File: src/rtl/dmem_arb_pkg.sv
// dmem_arb_pkg: shared types and defaults for the data-memory arbiter.
//   owner_t     - which requester a pending read belongs to
//   MMIO_PAGE   - address page [15:12] reserved for memory-mapped I/O
//   Default*    - default address/data widths and starvation limit
package dmem_arb_pkg;

  typedef enum logic {
    OWN_P = 1'b0,
    OWN_D = 1'b1
  } owner_t;

  localparam logic [3:0] MMIO_PAGE = 4'hC;

  localparam int unsigned DefaultAw          = 16;
  localparam int unsigned DefaultDw          = 16;
  localparam int unsigned DefaultStarveLimit = 4;

endpackage

File: src/rtl/dmem_arb_if.sv
// dmem_arb_if: bundle of the processor port (p_*), secondary master port (d_*),
// shared read data and the memory command/response signals.
//   slave  modport - arbiter side
//   master modport - requesters plus memory model side (used by the environment)
interface dmem_arb_if #(
  parameter int unsigned AW = 16,
  parameter int unsigned DW = 16
);
  logic          p_req;
  logic          p_wr;
  logic [AW-1:0] p_addr;
  logic [DW-1:0] p_wdata;
  logic          p_gnt;
  logic          p_rvalid;

  logic          d_req;
  logic          d_wr;
  logic [AW-1:0] d_addr;
  logic [DW-1:0] d_wdata;
  logic          d_gnt;
  logic          d_rvalid;

  logic [DW-1:0] rdata;

  logic          mem_en;
  logic          mem_wr;
  logic [AW-1:0] mem_addr;
  logic [DW-1:0] mem_wdata;
  logic [DW-1:0] mem_rdata;

  modport slave (
    input  p_req, p_wr, p_addr, p_wdata,
    input  d_req, d_wr, d_addr, d_wdata,
    output p_gnt, p_rvalid, d_gnt, d_rvalid, rdata,
    output mem_en, mem_wr, mem_addr, mem_wdata,
    input  mem_rdata
  );

  modport master (
    output p_req, p_wr, p_addr, p_wdata,
    output d_req, d_wr, d_addr, d_wdata,
    input  p_gnt, p_rvalid, d_gnt, d_rvalid, rdata,
    input  mem_en, mem_wr, mem_addr, mem_wdata,
    output mem_rdata
  );
endinterface

File: src/rtl/dmem_arb_starve.sv
// dmem_arb_starve: counts consecutive cycles the secondary master waits and
// raises force_d once the wait reaches STARVE_LIMIT.
//   clk, rst - clock, asynchronous active-high reset
//   d_req    - secondary master request
//   d_gnt    - secondary master granted this cycle
//   force_d  - wait count has hit the limit; D must win this cycle
module dmem_arb_starve #(
  parameter int unsigned STARVE_LIMIT = 4
) (
  input  logic clk,
  input  logic rst,
  input  logic d_req,
  input  logic d_gnt,
  output logic force_d
);

  localparam int unsigned CntW = $clog2(STARVE_LIMIT + 1);
  localparam logic [CntW-1:0] Limit = CntW'(STARVE_LIMIT);

  logic [CntW-1:0] wait_cnt_q, wait_cnt_d;

  always_comb begin
    wait_cnt_d = wait_cnt_q;
    if (!d_req || d_gnt) begin
      wait_cnt_d = '0;
    end else if (wait_cnt_q != Limit) begin
      // Saturate so the count never wraps back to zero.
      wait_cnt_d = wait_cnt_q + CntW'(1);
    end
  end

  always_ff @(posedge clk or posedge rst) begin
    if (rst) begin
      wait_cnt_q <= '0;
    end else begin
      wait_cnt_q <= wait_cnt_d;
    end
  end

  assign force_d = (wait_cnt_q == Limit);

endmodule

File: src/rtl/dmem_arb.sv
// dmem_arb: shares one single-port synchronous data memory between the
// processor data port (P, default winner) and a secondary master (D), with a
// starvation bound on D and a one-entry return tag steering read data back.
//   clk, rst - clock, asynchronous active-high reset
//   bus      - dmem_arb_if.slave: p_*/d_* request ports, gnt/rvalid/rdata
//              responses, mem_* command and mem_rdata response
// Optional build macro DMEM_ARB_MMIO_GUARD_EN: granted writes into the MMIO
// page (addr[15:12] == 4'hC) are accepted but never reach the memory.
module dmem_arb
  import dmem_arb_pkg::*;
#(
  parameter int unsigned AW           = DefaultAw,
  parameter int unsigned DW           = DefaultDw,
  parameter int unsigned STARVE_LIMIT = DefaultStarveLimit
) (
  input logic        clk,
  input logic        rst,
  dmem_arb_if.slave  bus
);

  logic          force_d;
  logic          p_gnt, d_gnt, any_gnt;
  logic          sel_wr;
  logic [AW-1:0] sel_addr;
  logic [DW-1:0] sel_wdata;
  logic          block_wr;
  logic          tag_v_q, tag_v_d;
  owner_t        tag_owner_q, tag_owner_d;

  dmem_arb_starve #(
    .STARVE_LIMIT(STARVE_LIMIT)
  ) u_starve (
    .clk    (clk),
    .rst    (rst),
    .d_req  (bus.d_req),
    .d_gnt  (d_gnt),
    .force_d(force_d)
  );

  // Grants are held low while reset is asserted so nothing is accepted.
  always_comb begin
    p_gnt = 1'b0;
    d_gnt = 1'b0;
    if (!rst) begin
      if (bus.d_req && (!bus.p_req || force_d)) begin
        d_gnt = 1'b1;
      end else if (bus.p_req) begin
        p_gnt = 1'b1;
      end
    end
  end

  assign any_gnt = p_gnt | d_gnt;

  always_comb begin
    sel_wr    = 1'b0;
    sel_addr  = '0;
    sel_wdata = '0;
    if (d_gnt) begin
      sel_wr    = bus.d_wr;
      sel_addr  = bus.d_addr;
      sel_wdata = bus.d_wdata;
    end else if (p_gnt) begin
      sel_wr    = bus.p_wr;
      sel_addr  = bus.p_addr;
      sel_wdata = bus.p_wdata;
    end
  end

`ifdef DMEM_ARB_MMIO_GUARD_EN
  // Writes to I/O space are acknowledged but kept off the memory.
  assign block_wr = sel_wr && (sel_addr[AW-1 -: 4] == MMIO_PAGE);
`else
  assign block_wr = 1'b0;
`endif

  assign bus.mem_en    = any_gnt & ~block_wr;
  assign bus.mem_wr    = sel_wr & ~block_wr;
  assign bus.mem_addr  = sel_addr;
  assign bus.mem_wdata = sel_wdata;

  // Return tag: rewritten every cycle, so only the latest read is tracked.
  always_comb begin
    tag_v_d     = any_gnt & ~sel_wr;
    tag_owner_d = d_gnt ? OWN_D : OWN_P;
  end

  always_ff @(posedge clk or posedge rst) begin
    if (rst) begin
      tag_v_q     <= 1'b0;
      tag_owner_q <= OWN_P;
    end else begin
      tag_v_q     <= tag_v_d;
      tag_owner_q <= tag_owner_d;
    end
  end

  assign bus.p_gnt    = p_gnt;
  assign bus.d_gnt    = d_gnt;
  assign bus.p_rvalid = tag_v_q && (tag_owner_q == OWN_P);
  assign bus.d_rvalid = tag_v_q && (tag_owner_q == OWN_D);
  assign bus.rdata    = bus.mem_rdata;

endmodule
File: src/flat_wrapper.sv
// flat-port wrapper written by rule: the top's interface ports become plain ports
module dmem_arb_flat import dmem_arb_pkg::*;
#(
  parameter int unsigned AW           = DefaultAw,
  parameter int unsigned DW           = DefaultDw,
  parameter int unsigned STARVE_LIMIT = DefaultStarveLimit
)
  (clk, rst, bus_p_req, bus_p_wr, bus_p_addr, bus_p_wdata, bus_d_req, bus_d_wr, bus_d_addr, bus_d_wdata, bus_p_gnt, bus_p_rvalid, bus_d_gnt, bus_d_rvalid, bus_rdata, bus_mem_en, bus_mem_wr, bus_mem_addr, bus_mem_wdata, bus_mem_rdata);
  dmem_arb_if #(.AW(AW), .DW(DW)) bus_i ();
  input logic clk;
  input logic rst;
  input wire logic [$bits(bus_i.p_req)-1:0] bus_p_req;
  input wire logic [$bits(bus_i.p_wr)-1:0] bus_p_wr;
  input wire logic [$bits(bus_i.p_addr)-1:0] bus_p_addr;
  input wire logic [$bits(bus_i.p_wdata)-1:0] bus_p_wdata;
  input wire logic [$bits(bus_i.d_req)-1:0] bus_d_req;
  input wire logic [$bits(bus_i.d_wr)-1:0] bus_d_wr;
  input wire logic [$bits(bus_i.d_addr)-1:0] bus_d_addr;
  input wire logic [$bits(bus_i.d_wdata)-1:0] bus_d_wdata;
  output wire logic [$bits(bus_i.p_gnt)-1:0] bus_p_gnt;
  output wire logic [$bits(bus_i.p_rvalid)-1:0] bus_p_rvalid;
  output wire logic [$bits(bus_i.d_gnt)-1:0] bus_d_gnt;
  output wire logic [$bits(bus_i.d_rvalid)-1:0] bus_d_rvalid;
  output wire logic [$bits(bus_i.rdata)-1:0] bus_rdata;
  output wire logic [$bits(bus_i.mem_en)-1:0] bus_mem_en;
  output wire logic [$bits(bus_i.mem_wr)-1:0] bus_mem_wr;
  output wire logic [$bits(bus_i.mem_addr)-1:0] bus_mem_addr;
  output wire logic [$bits(bus_i.mem_wdata)-1:0] bus_mem_wdata;
  input wire logic [$bits(bus_i.mem_rdata)-1:0] bus_mem_rdata;
  assign bus_i.p_req = bus_p_req;
  assign bus_i.p_wr = bus_p_wr;
  assign bus_i.p_addr = bus_p_addr;
  assign bus_i.p_wdata = bus_p_wdata;
  assign bus_i.d_req = bus_d_req;
  assign bus_i.d_wr = bus_d_wr;
  assign bus_i.d_addr = bus_d_addr;
  assign bus_i.d_wdata = bus_d_wdata;
  assign bus_p_gnt = bus_i.p_gnt;
  assign bus_p_rvalid = bus_i.p_rvalid;
  assign bus_d_gnt = bus_i.d_gnt;
  assign bus_d_rvalid = bus_i.d_rvalid;
  assign bus_rdata = bus_i.rdata;
  assign bus_mem_en = bus_i.mem_en;
  assign bus_mem_wr = bus_i.mem_wr;
  assign bus_mem_addr = bus_i.mem_addr;
  assign bus_mem_wdata = bus_i.mem_wdata;
  assign bus_i.mem_rdata = bus_mem_rdata;
  dmem_arb #(.AW(AW), .DW(DW), .STARVE_LIMIT(STARVE_LIMIT)) u_core (.clk(clk), .rst(rst), .bus(bus_i));
endmodule
File: config.mk
export PLATFORM = sky130hd
export DESIGN_NAME = dmem_arb_flat
export DESIGN_NICKNAME = d
export VERILOG_FILES = /design/src/rtl/dmem_arb_pkg.sv /design/src/rtl/dmem_arb_if.sv /design/src/rtl/dmem_arb_starve.sv /design/src/rtl/dmem_arb.sv /design/src/flat_wrapper.sv
export SDC_FILE = /design/constraint.sdc
export NUM_CORES = 1
export LEC_CHECK = 0
export CAP_MARGIN = 10
export CELL_PAD_IN_SITES_DETAIL_PLACEMENT = 1
export CELL_PAD_IN_SITES_GLOBAL_PLACEMENT = 2
export CORE_ASPECT_RATIO = 2
export CORE_MARGIN = 5
export CORE_UTILIZATION = 10
export DETAILED_ROUTE_END_ITERATION = 12
export PLACE_DENSITY_LB_ADDON = 0.1
export SYNTH_ARGS = -nofsm -noshare
export SYNTH_HDL_FRONTEND = slang
export SYNTH_SLANG_ARGS = --single-unit
File: constraint.sdc
create_clock -name clk -period 1.7 [get_ports clk]
set_clock_uncertainty 0.05 [all_clocks]
set_input_delay 0.255 -clock clk [delete_from_list [all_inputs] [get_ports clk]]
set_output_delay 0.255 -clock clk [all_outputs]
set_load 0.02 [all_outputs]
==> impl_metrics.toml, run 1 <==
[outcome]
status = "finished, violations left"
violations = "setup timing"

[job]
drv_cap = 0

[sta]
setup_viol = 35
rsz0062_at_grt = "true"
setup_tns_ns = -8.84
max_freq_mhz = 507
setup_ws_ns = -0.274
period_share_pct = 116
post-route-min-period_ns = 1.97
worst_pin_slew_ns = 0.336
hold_violations = 0
drv_slew = 0
slew_headroom_pct = 77.3

[worst_setup_path]
slowest_delay_ns = 0.39
worstSetupEndpointType = "output pin"
slowest_stage = "dfrtp_1"
criticalPathCategory = "reg -> out"
worst_ep_required_time_ns = 1.39
startpoint_type = "register"
path_max_fanout = 7
crit_path_cell_trace = "inv_2 > ha_4 > nand3_1 > and3_4 > buf_12 > a22o_2 > buf_6"
cp.arrival_ns = 1.67
worstPathBufferInverterCount = 3
cpLargestDelayFamily = "flip-flops"

[global_route]
antenna_found_initial = 0
grt-ovfl-total = 0
grt_max_degree = 27
grt_pass1_vias = 1144
grtUsageTotal_pct = 8.47
grt_pass1_wl_mm = 6.53

[synth]
yosysTopAreaCellShare_pct = 31.2
yosys_warnings = 0
ys_async_sr_fraction_pct = 100
syn-num-nets = 174
netlist_top_cells_area = "a22o_1, dfrtp_1, buf_4"
ys_seq_area_share_pct = 15.9
netlist_area_sq_um = 787
synth_cell_types = 23
syn_avg_cell_area_sq_um = 9.15
synth-edff-count = 0
synth.most_common_cell = "a22o_1"
synth_common_cells = "a22o_1, buf_4, buf_6"
synth_seq_cells = 5
yosys.area.top_type = "a22o_1"
synthCells = 86
ys.flop_type = "dfrtp_1"

[floorplan]
dieArea_sq_mm = 0.00985
die_h_microns = 135
io_pins = 140
rows = 45
die_width_microns = 72.7
core_sq_mm = 0.00766
initial_core_util_pct = 10.3

[clock_network]
clockBufferDepth = 2
cts-buffers-inserted = 3
clk_pin_slew_ns = 0.03
cts_root_buffer = "clkbuf_16"
htreeDepth = 1
cts_tree = "done"
clk_latency_ns = 0.23
clkSinkCount = 5

[placed_design]
gp_congestion = 0.782
place_inst = 278
dp_hpwl_mm = 4.02
io_buffers = 107

[detailed_routing]
wirelength_mm = 4.95
routedWlPerCell_microns = 17.1
drtIter0Drc = 3
drt_pass1_iterations = 3
drcViolationCount = 0
detail-route-antenna-nets = 0
viasPerCell = 3.83
dr_total_vias = 1107

[worst_hold_path]
min_path_type = "in -> async"

[cells_and_area]
nNetsFinal = 284
stdcell_count = 289
antennaDiodeCount = 0
drive_above_1_share_pct = 36.9
syn_to_final_growth_pct = 175

[power_and_ir_drop]
power_density_mw_per_mm2 = 514
p_leak_nw = 0.959
vdd.ir_drop.worst_v = 0.000611
==> stage by stage <==
step / power [mW] / setup slack [ns] / hold slack [ns] / cell area (sq um) / utilization [%]
2_1_floorplan: 0.392 / -0.0312 / -0.00536 / 796 / -
3_3_place_gp: 0.658 / -0.658 / 0.460 / 1920 / 25.0
3_5_place_dp: 0.662 / -0.694 / 0.460 / 1920 / 25.0
4_1_cts: 1.08 / -0.330 / 0.296 / 2030 / 26.6
5_1_grt: 1.16 / -0.338 / 0.340 / 2170 / 28.3
6_report: 1.11 / -0.274 / 0.287 / 2170 / 28.3
==> registers in the layout (all words and copies together) (netlist names) <==
register / flops
u_core.tag_v_q: 1
u_core.tag_owner_q: 1
u_core.u_starve.wait_cnt_q: 3
==> routing by layer <==
metal  track usage (%)  part of all wire (%)  up-vias  routed length [microns]
li1                  -                     -      529                        -
met1              8.62                    32      512                     1580
met2              16.5                    57       60                     2840
met3              2.38                    10        6                      511
met4              1.75                  0.46        0                       23
met5                 0                     0        -                        0
==> power breakdown <==
part / total, mW / internal (mW) / switching (mW)
Combinational: 0.582 / 0.358 / 0.224
Sequential: 0.137 / 0.130 / 0.00738
Clock: 0.394 / 0.311 / 0.0823
Total: 1.11 / 0.799 / 0.314
==> worst reg2reg max path: cells and delay by family (launching register included) <==
family | cells | cell delay [ns]
fa+ha+maj | 1 | 0.15
compound gates | 1 | 0.23
simple gates | 2 | 0.32
flops | 1 | 0.39
buf+inv | 2 | 0.23
==> cell usage in the layout (no fill, tap or decap), drive strengths merged, types with 2 or more instances in the layout <==
master	n
a22o	32
clkdlybuf4s50	71
clkbuf	7
nor2	2
dfrtp	5
buf	54
ha	2
nand2	2
inv	5
nor3b	2
a211oi	2
==> area by class of cell <==
| type | count | area [sq um] |
|---|---|---|
| Fill cell | 874 | 5490 |
| Clock buffer | 4 | 78.8 |
| Sequential cell | 5 | 125 |
| Timing Repair Buffer | 128 | 1340 |
| Inverter | 5 | 18.8 |
| Multi-Input combinational cell | 53 | 487 |
| Tap cell | 94 | 118 |
==> repair_timing <==
| item | CTS | global route |
|---|---|---|
| endpoints found under the setup margin | 36 | 36 |
| hold buffers | 0 | 0 |
| setup buffers | 0 | 5 |
| gates resized for setup | 199 | 28 |
| pin swaps | 0 | 3 |
| gates cloned | 0 | 3 |
==> cell families (layout without fill, tap and decap cells) <==
| family | Yosys count | in the layout | synth area share (%) |
|---|---|---|---|
| multiplexers | 1 | 1 | 1.27 |
| AO/OA/AOI/OAI | 37 | 37 | 41.8 |
| AND/OR/NAND/NOR | 12 | 12 | 9.06 |
| adder cells (fa/ha/maj) | 2 | 2 | 3.18 |
| buffers and inverters | 28 | 137 | 27.7 |
| flip-flops | 5 | 5 | 15.9 |
| XOR/XNOR | 1 | 1 | 1.11 |
==> worst paths after layout <==
path	to	slack, ns	start	cells after the start
min reg2reg	u_core.u_starve.wait_cnt_q[0]	0.61	u_core.u_starve.wait_cnt_q[0]	3
max	bus_mem_addr[1]	-0.27	u_core.u_starve.wait_cnt_q[1]	7
max in group asynchronous	u_core.u_starve.wait_cnt_q[1]	1.19	rst	3
max reg2reg	u_core.tag_v_q	0.23	u_core.u_starve.wait_cnt_q[1]	6
min in group clk	bus_rdata[10]	0.46	bus_mem_rdata[10]	0
min	u_core.u_starve.wait_cnt_q[2]	0.29	rst	3
Power figures use the tool's default switching activity.
==> inputs of run 2 (changes only) <==
CELL_PAD_IN_SITES_GLOBAL_PLACEMENT = 1   (was 2)
CORE_UTILIZATION = 12   (was 10)
CTS_BUF_LIST = sky130_fd_sc_hd__clkbuf_8   (was default)
==> run 2 against run 1 <==
Net effect: the run still ends with setup timing left; critical endpoint is now bus_mem_wdata[10]; count of clock-buffer cells in the layout shrank 1; critical path type unchanged; fmax up 1.7%; power down 18%; worst setup slack better by 0.034 ns.
==> impl_metrics.toml, run 2 (synthesis results as in run 1) <==
[sta]
timing.hold.ws_ns = 0.319
period_share_pct = 114
post-route-min-period_ns = 1.94
setup_ws_ns = -0.240
max_freq_mhz = 515
drv_slew = 0
hold_violations = 0
slew_headroom_pct = 77.1
rsz0062_at_grt = "true"
worst_pin_slew_ns = 0.342
setup_viol = 35

[clock_network]
htreeDepth = 1
clk_latency_ns = 0.21
clkSinkCount = 5
clockBufferDepth = 2
ctsHoldBuffers = 0
clk_pin_slew_ns = 0.03
cts_tree = "done"
cts_root_buffer = "clkbuf_8"
cts-buffers-inserted = 3

[global_route]
grt-ovfl-total = 0
grtUsageMet2_pct = 21.2
grt_use_met1_pct = 9.78
grtUsageTotal_pct = 10.5
antenna_found_initial = 0
grtUsageMet3_pct = 2.08
grt_max_degree = 26
grt_pass1_vias = 1202
grt.busiest_layer = "met2"
grt_pass1_wl_mm = 6.58

[worst_hold_path]
min_path_type = "in -> async"

[cells_and_area]
top_register = "u_core.u_starve.wait_cnt_q"
mostFrequentLayoutCells = "clkdlybuf4s50_1, buf_6, a22o_1"
antennaDiodeCount = 0
syn_to_final_growth_pct = 159
final_common_cell = "clkdlybuf4s50_1"
largest_reg_flops = 3
nNetsFinal = 279
nFillCells = 768
finalInstanceArea_sq_mm = 0.00204
reg.largest.list = "u_core.u_starve.wait_cnt_q x3, u_core.tag_owner_q x1, u_core.tag_v_q x1"
drive_above_1_share_pct = 35.8

[detailed_routing]
drt_pass1_iterations = 3
dr_total_vias = 1108
viasPerCell = 4.01
drcViolationCount = 0
routedWlPerCell_microns = 17.2
detail-route-antenna-nets = 0
wirelength_mm = 4.74
drtIter0Drc = 15

[floorplan]
core_sq_mm = 0.00636
initial_core_util_pct = 12.4
die_width_microns = 67.3
dieArea_sq_mm = 0.00838
rows = 41
die_h_microns = 125
io_pins = 140

[worst_setup_path]
worst_r2r_path_depth = 8
criticalPathCategory = "reg -> out"
startpoint_type = "register"
r2r_slack_ns = 0.08
r2r-start = "u_core.u_starve.wait_cnt_q[1]"
worstSetupEndpointType = "output pin"
path_max_fanout = 9
crit_path_cell_trace = "inv_2 > ha_4 > nand3_1 > and3_4 > clkbuf_16 > a22o_1 > buf_2"
worst_ep_required_time_ns = 1.39
slowest_delay_ns = 0.40
rr_endpoint = "u_core.u_starve.wait_cnt_q[2]"
slowest_stage = "dfrtp_1"
cp.arrival_ns = 1.64

[placed_design]
dp_hpwl_mm = 3.92
gp_congestion = 0.711
dpl_cell_area_sq_mm = 0.00188
io_buffers = 107
place_ws_ns = -0.711

[power_and_ir_drop]
vdd.ir_drop.worst_v = 0.000614
power_density_mw_per_mm2 = 447
p_leak_nw = 0.905

[job]
drv_cap = 0

[outcome]
violations = "setup timing"
status = "finished, violations left"
-- run 2: cell types whose count changed in the layout (fill, tap and decap cells not counted), sizes merged --
cell / previous run / this run
buf: 54 / 51
clkbuf: 7 / 4
clkdlybuf4s50: 71 / 70
dlygate4sd2: 0 / 1
inv: 5 / 6
-- run 2: how the worst max path moves through the flow --
stage | slack, ns | cells after the start | start | endpoint
final | -0.24 | 7 | u_core.u_starve.wait_cnt_q[1] | bus_mem_wdata[10]
after global routing | -0.33 | 7 | u_core.u_starve.wait_cnt_q[0] | bus_mem_addr[14]
after floorplan | -0.03 | 6 | u_core.u_starve.wait_cnt_q[0] | bus_mem_wdata[10]
after global placement | -0.66 | 6 | bus_d_req | bus_mem_addr[2]
after CTS | -0.26 | 7 | u_core.u_starve.wait_cnt_q[0] | bus_mem_wdata[15]
after detailed placement | -0.71 | 6 | bus_d_req | bus_mem_addr[2]
-- run 2: layout make-up --
class	count	area (sq um)	share of cell area, %
clock buffers	3	41.3	2.02
clock inverters	1	3.75	0.184
inverters	5	18.8	0.920
multi-input cells	53	482	23.6
flip-flops and latches	5	125	6.13
well taps	86	108	5.27
repair buffers	123	1260	61.9
-- run 2: critical path, delay by kind of cell (launching register included) --
family | cells | cell delay (ns)
compound gates | 1 | 0.18
fa+ha+maj | 1 | 0.14
buf+inv | 3 | 0.41
flops | 1 | 0.40
simple gates | 2 | 0.30
-- run 2: power by group --
part	total (mW)	internal, mW	switching, mW
Sequential	0.139	0.130	0.00890
Combinational	0.566	0.346	0.221
Clock	0.206	0.154	0.0518
Total	0.911	0.630	0.281
-- run 2: through the flow --
stage / TNS [ns] / util [%] / power (mW) / std cells
6_report: -7.43 / 32.1 / 0.911 / 276
5_1_grt: -10.51 / 32.1 / 0.962 / 276
4_1_cts: -7.85 / 31.1 / 0.901 / 273
3_5_place_dp: -24.17 / 29.6 / 0.659 / 267
3_3_place_gp: -22.41 / 29.6 / 0.652 / 267
2_1_floorplan: -0.219 / - / 0.392 / 86
-- run 2: routing by layer --
| layer | routed length, microns | part of all wire [%] |
|---|---|---|
| met2 | 2690 | 57 |
| met1 | 1550 | 33 |
| met4 | 52 | 1.1 |
| met5 | 0 | 0 |
| met3 | 445 | 9.4 |
-- run 2: what timing repair did --
item                       4_1_cts  5_1_grt
setup buffers                    1        2
gates cloned                     1        1
pin swaps                        2        0
setup endpoints to repair       38       37
resized for setup              208        7
